`config.mk`:
```
export PLATFORM = sky130hd
export DESIGN_NAME = median_mux_sched
export DESIGN_NICKNAME = d
export VERILOG_FILES = /design/src/rtl/median_pkg.sv /design/src/rtl/median5.sv /design/src/rtl/median_mux_sched.sv
export SDC_FILE = /design/constraint.sdc
export NUM_CORES = 1
export LEC_CHECK = 0
export CAP_MARGIN = 20
export CORE_ASPECT_RATIO = 1.25
export CORE_MARGIN = 1.5
export CORE_UTILIZATION = 65
export CTS_CLUSTER_SIZE = 20
export DETAILED_ROUTE_END_ITERATION = 10
export PLACE_DENSITY = 0.91
export SLEW_MARGIN = 20
export SYNTH_ARGS = -nofsm -noshare
export SYNTH_HDL_FRONTEND = slang
export SYNTH_SLANG_ARGS = --single-unit
```
`constraint.sdc`:
```
create_clock -name Clk -period 15.6 [get_ports Clk]
set_input_delay 4.68 -clock Clk [delete_from_list [all_inputs] [get_ports Clk]]
set_output_delay 4.68 -clock Clk [all_outputs]
set_load 0.05 [all_outputs]
```
`src/rtl/median_pkg.sv`:
```
// Shared constants for the median filter blocks: FSM encoding and 5-tap median geometry.
package median_pkg;

  localparam int unsigned MED_TAPS = 5;
  localparam int unsigned MED_IDX  = 2;

  localparam logic [1:0] StIdle    = 2'd0;
  localparam logic [1:0] StUpdate  = 2'd1;
  localparam logic [1:0] StCompute = 2'd2;
  localparam logic [1:0] StOut     = 2'd3;

endpackage

```
`src/rtl/median5.sv`:
```
// Combinational 5-input median: odd-even transposition sort, middle element returned.
module median5
  import median_pkg::*;
#(
  parameter int unsigned DW = 8
) (
  input  logic [MED_TAPS*DW-1:0] taps,
  output logic [DW-1:0]          med
);

  // Five alternating rounds of compare-exchange fully sort five values.
  localparam int unsigned NumCmp = 10;
  localparam int unsigned PairLo [NumCmp] = '{0, 2, 1, 3, 0, 2, 1, 3, 0, 2};
  localparam int unsigned PairHi [NumCmp] = '{1, 3, 2, 4, 1, 3, 2, 4, 1, 3};

  logic [DW-1:0] v [MED_TAPS];
  logic [DW-1:0] t;

  always_comb begin
    t = '0;
    for (int unsigned i = 0; i < MED_TAPS; i++) begin
      v[i] = taps[i*DW +: DW];
    end
    for (int unsigned p = 0; p < NumCmp; p++) begin
      if (v[PairLo[p]] > v[PairHi[p]]) begin
        t             = v[PairLo[p]];
        v[PairLo[p]]  = v[PairHi[p]];
        v[PairHi[p]]  = t;
      end
    end
    med = v[MED_IDX];
  end

endmodule

```
`src/rtl/median_mux_sched.sv`:
```
// Round-robin scheduler sharing one 5-tap median engine across NUM_CH sample channels,
// each with its own 5-sample history.
module median_mux_sched
  import median_pkg::*;
#(
  parameter int unsigned NUM_CH = 4,
  parameter int unsigned DW     = 8,
  parameter int unsigned CHW    = 2
) (
  input  logic                 Clk,
  input  logic                 reset,
  input  logic                 Enable,
  input  logic                 clr,
  input  logic [NUM_CH-1:0]    in_valid,
  input  logic [NUM_CH*DW-1:0] in_data,
  output logic [NUM_CH-1:0]    in_ready,
  output logic                 out_valid,
  input  logic                 out_ready,
  output logic [DW-1:0]        out_data,
  output logic [CHW-1:0]       out_ch,
  output logic                 busy
);

  logic [1:0]     state_q, state_d;
  logic [CHW-1:0] rr_ptr_q, rr_ptr_d;
  logic [CHW-1:0] ch_q, ch_d;
  logic [DW-1:0]  sample_q, sample_d;
  logic           out_valid_q, out_valid_d;
  logic [DW-1:0]  out_data_q, out_data_d;
  logic [CHW-1:0] out_ch_q, out_ch_d;

  logic [DW-1:0]  hist_q [NUM_CH][MED_TAPS];

  logic           grant_found;
  logic [CHW-1:0] grant_ch;
  logic           do_grant;
  logic           do_clr;

  logic [MED_TAPS*DW-1:0] med_taps;
  logic [DW-1:0]          med_val;

  // First requester at or after rr_ptr, wrapping modulo NUM_CH.
  always_comb begin
    grant_found = 1'b0;
    grant_ch    = '0;
    for (int i = 0; i < NUM_CH; i++) begin
      if (!grant_found && in_valid[(int'(rr_ptr_q) + i) % NUM_CH]) begin
        grant_found = 1'b1;
        grant_ch    = CHW'((int'(rr_ptr_q) + i) % NUM_CH);
      end
    end
  end

  assign do_clr   = (state_q == StIdle) && clr;
  assign do_grant = (state_q == StIdle) && !clr && Enable && grant_found;
  assign in_ready = do_grant ? (NUM_CH'(1) << grant_ch) : '0;

  always_comb begin
    med_taps = '0;
    for (int unsigned j = 0; j < MED_TAPS; j++) begin
      med_taps[j*DW +: DW] = hist_q[ch_q][j];
    end
  end

  median5 #(
    .DW (DW)
  ) u_median5 (
    .taps (med_taps),
    .med  (med_val)
  );

  always_comb begin
    state_d     = state_q;
    rr_ptr_d    = rr_ptr_q;
    ch_d        = ch_q;
    sample_d    = sample_q;
    out_valid_d = out_valid_q;
    out_data_d  = out_data_q;
    out_ch_d    = out_ch_q;
    case (state_q)
      StIdle: begin
        if (do_grant) begin
          ch_d     = grant_ch;
          sample_d = in_data[int'(grant_ch)*DW +: DW];
          rr_ptr_d = (grant_ch == CHW'(NUM_CH - 1)) ? '0 : grant_ch + CHW'(1);
          state_d  = StUpdate;
        end
      end
      StUpdate: begin
        state_d = StCompute;
      end
      StCompute: begin
        out_data_d  = med_val;
        out_ch_d    = ch_q;
        out_valid_d = 1'b1;
        state_d     = StOut;
      end
      StOut: begin
        if (out_ready) begin
          out_valid_d = 1'b0;
          state_d     = StIdle;
        end
      end
      default: state_d = StIdle;
    endcase
  end

  always_ff @(posedge Clk or negedge reset) begin
    if (!reset) begin
      state_q     <= StIdle;
      rr_ptr_q    <= '0;
      ch_q        <= '0;
      sample_q    <= '0;
      out_valid_q <= 1'b0;
      out_data_q  <= '0;
      out_ch_q    <= '0;
    end else begin
      state_q     <= state_d;
      rr_ptr_q    <= rr_ptr_d;
      ch_q        <= ch_d;
      sample_q    <= sample_d;
      out_valid_q <= out_valid_d;
      out_data_q  <= out_data_d;
      out_ch_q    <= out_ch_d;
    end
  end

  always_ff @(posedge Clk or negedge reset) begin
    if (!reset) begin
      for (int k = 0; k < NUM_CH; k++) begin
        for (int j = 0; j < MED_TAPS; j++) begin
          hist_q[k][j] <= '0;
        end
      end
    end else if (do_clr) begin
      for (int k = 0; k < NUM_CH; k++) begin
        for (int j = 0; j < MED_TAPS; j++) begin
          hist_q[k][j] <= '0;
        end
      end
    end else if (state_q == StUpdate) begin
      for (int j = MED_TAPS - 1; j > 0; j--) begin
        hist_q[ch_q][j] <= hist_q[ch_q][j-1];
      end
      hist_q[ch_q][0] <= sample_q;
    end
  end

  assign out_valid = out_valid_q;
  assign out_data  = out_data_q;
  assign out_ch    = out_ch_q;
  assign busy      = (state_q != StIdle);

endmodule
```
==> run summary <==
• **WL/cell** 21.93 µm
• **top cell type by total area after synthesis** sky130_fd_sc_hd__dfrtp_1
• **fraction of final layout cells sized beyond drive strength 1** 13.23%
• **post-route fraction of the period consumed by the critical path** 78.14%
• **highest achievable clock rate** 82.04 MHz
• **result of the run** completed
• **clock-pin slew on the worst setup and hold paths** 0.07 ns
• **ranking of synthesized cells by area** sky130_fd_sc_hd__dfrtp_1 41%, sky130_fd_sc_hd__a22o_1 12%, sky130_fd_sc_hd__ha_1 8.3%
• **most frequent cells after synthesis** 185 x sky130_fd_sc_hd__dfrtp_1, 157 x sky130_fd_sc_hd__a22o_1, 94 x sky130_fd_sc_hd__nand2_1, 75 x sky130_fd_sc_hd__ha_1, 73 x sky130_fd_sc_hd__inv_1
• **via count of the first global-routing pass** 9302
• **Hold Path Sink** out_data[1]
• **Die Height** 150.1 µm
• **Clk Latency, worst-skew pair** 0.44 ns
• **number of enable-type register cells in the synthesized netlist** 0
• **element type at the critical path end** output port
• **Hold Crit Depth** 1
• **leftover overflow at the end of global routing** 0
• **count of nets after finishing** 1185
• **Startpoint Class** input pin
• **number of vias after detailed routing** 8935
• **worst setup slack for register-to-register paths** 3.76 ns
• **summed negative setup slack over all endpoints** 0 ns
• **starting utilization of the core area** 66.52%
• **total wire length after detailed routing** 28540 µm
• **number of port buffers** 56
• **worst-path fanout max** 20
• **buffer cell driving the clock tree root** sky130_fd_sc_hd__clkbuf_16
• **max incr delay on CP** 0.73 ns
• **Synth Net Count** 1158
• **classification of the worst-slack hold path** flop to flop
• **total iterations of the first detailed-routing run** 5
• **register bit count reported by yosys** 185
• **Critical Setup Path Class** input pin to output port
• **number of I/O pins** 57
• **hold buffers post-CTS** 0
• **unrepaired setup endpoints after global routing** no
• **signal arrival time at the worst endpoint** 7.51 ns
• **vias per inst** 6.868
• **number of antenna violations at the first check in global routing** 0
• **worst-case reg-to-reg path depth** 47
• **all-layer global routing usage** 32.70%
• **Gates resized, CTS repair** 0
• **number of warning messages in the yosys log** 0
• **maximum number of pins on one net before global-route repair** 108
• **actual transition at the worst max-transition pin** 1.115 ns
• **clock tree from TritonCTS** built
• **launch instance of the worst register-to-register path** ch_q[0]
• **worst slew slack as a fraction of its limit** 25.50%
• **shortest clock period the worst path allows after layout** 12.19 ns
• **most frequent CP cell** sky130_fd_sc_hd__nor2_1
• **async set or reset register ratio after synthesis** 100.0%
• **DRC violations left** 0
• **clk buf depth** 2
• **Clock Sinks** 185
• **fill cell total of the finished layout** 1028
• **weighted congestion reported at the end of routability-driven placement** 0.9173
• **fin. max-slew vios** 0
• **share of the yosys chip area belonging to registers** 41.16%
• **Syn Inst Count** 1042
• **std cell rows** 53
• **DIE WIDTH** 120.7 µm
• **clock buffers created by TritonCTS** 17
• **total standard cell area after synthesis** 0.01125 mm²
• **Area growth syn-to-layout** 12.25%
• **Post-CTS Repair Setup Buffers** 0
• **Finish-stage setup viols** 0
• **worst clock skew** 0.01758 ns
• **drt initial violations** 604
• **cell chain of the critical path** clkdlybuf4s50_1 > inv_1 > nor2_1 > nor2_1 > o22ai_1 > buf_4 > clkinv_1 > ha_1 > inv_1 > nor2_1 > clkdlybuf4s50_1
• **hold wc startpoint** out_data[1]
• **area share of the largest cell type after synthesis** 41.16%
• **prevailing post-synth register cell** sky130_fd_sc_hd__dfrtp_1
• **Required @ worst endpoint** 10.92 ns
• **HPWL after detailed placement** 18030 µm
• **Max-Cap Viols** 0
• **per-instance average area after synthesis** 10.79 µm²
• **global-route wire length before repair** 46150 µm
• **count of inserted antenna diode cells** 0
• **Die Area** 0.01811 mm²
• **worst r2r dst** out_data[6]
• **level count of the clock H-tree** 4
• **Floorplan Core Area** 0.01691 mm²
• **DRT antenna net count** 0
• **slowest CP cell** sky130_fd_sc_hd__clkdlybuf4s50_1
• **post-synth cell types** 78
• **dominant cell by count in the synthesized netlist** sky130_fd_sc_hd__dfrtp_1
• **final hold violation count** 0
## how the worst max path moves through the flow
| stage | from | to | slack (ns) | cells past startpoint |
|---|---|---|---|---|
| finish | in_valid[0] | in_ready[3] | 3.41 | 11 |
| global route | ch_q[0] | out_data[6] | 2.99 | 47 |
| CTS | in_valid[1] | in_ready[2] | 3.20 | 10 |
| detailed placement | in_valid[1] | in_ready[2] | 3.17 | 10 |
| global placement | in_valid[1] | in_ready[3] | 3.31 | 9 |
| floorplan | in_valid[0] | in_ready[3] | 4.34 | 9 |
## kinds of logic (layout without fill, tap and decap cells)
| family | after synthesis | count (layout) | synth area share (%) |
|---|---|---|---|
| AO/OA/AOI/OAI | 328 | 328 | 22.22 |
| AND/OR/NAND/NOR | 212 | 212 | 8.966 |
| flip-flops | 185 | 185 | 41.16 |
| buffers and inverters | 138 | 177 | 5.094 |
| multiplexers | 99 | 99 | 13.78 |
| adder cells (fa/ha/maj) | 77 | 77 | 8.543 |
| XOR/XNOR | 3 | 3 | 0.2336 |
## cell usage in the layout, fill, tap and decap left out, drive strengths merged, types with 4 or more instances in the layout
cell and n:
dfrtp 185, a22o 161, nand2 95, inv 80, ha 75, o21ai 61
clkdlybuf4s50 55, nor2 42, mux4 40, mux2i 39, a21oi 39, nand3 22
mux2 20, clkbuf 17, buf 16, nand2b 10, and2 8, a21o 8
o221ai 7, clkinv 7, nand4 6, nor2b 5, a211oi 5, nor3 5
and3 5, o21a 4, o22ai 4, o211ai 4, o31a 4, a31oi 4
## stage by stage
stage	hold slack [ns]	utilization (%)	instance area (µm²)	setup slack [ns]	cells
6_report	0.4858	74.67	12630	3.411	1301
4_1_cts	0.4942	74.20	12550	3.200	1298
3_5_place_dp	0.4747	70.74	11960	3.169	1267
3_3_place_gp	0.4704	70.74	11960	3.313	1267
2_1_floorplan	0.4645	-	11250	4.344	1042
5_1_grt	0.5125	74.67	12630	2.987	1301
## worst max-delay path, delay by kind of cell
kind	cells	cell delay, ns
AO/OA/AOI/OAI	1	0.18
buffers and inverters	6	2.02
AND/OR/NAND/NOR	3	0.27
adder cells (fa/ha/maj)	1	0.36
## state kept, by name, indices dropped and copies added (netlist names)
signal     flops
out_ch         2
state_q        2
out_data       8
ch_q           2
hist_q       160
rr_ptr_q       2
sample_q       8
out_valid      1
## routing by layer
layer  GRT usage (%)  vias to the layer above  wire [µm]  share of wire, %
met5               0                        -          0                 0
met1           39.68                     4496      11250                39
li1                -                     3963          -                 -
met3           6.098                       69       1742               6.1
met4           15.41                        0        838               2.9
met2           56.48                      407      14700                52
## layout make-up
cell class              instances  area, µm²  share of cell area [%]
clock inverters                14      160.2                   1.268
clock buffers                  17      425.4                   3.369
repair buffers                 71      726.9                   5.758
multi-input cells             719       6125                   48.51
well taps                     220      275.3                   2.180
inverters                      75      281.5                   2.230
flip-flops and latches        185       4632                   36.69
Power is left out: the tool's default activity adds up to more than one toggle a clock period on the data nets, which glitch-free logic cannot reach.
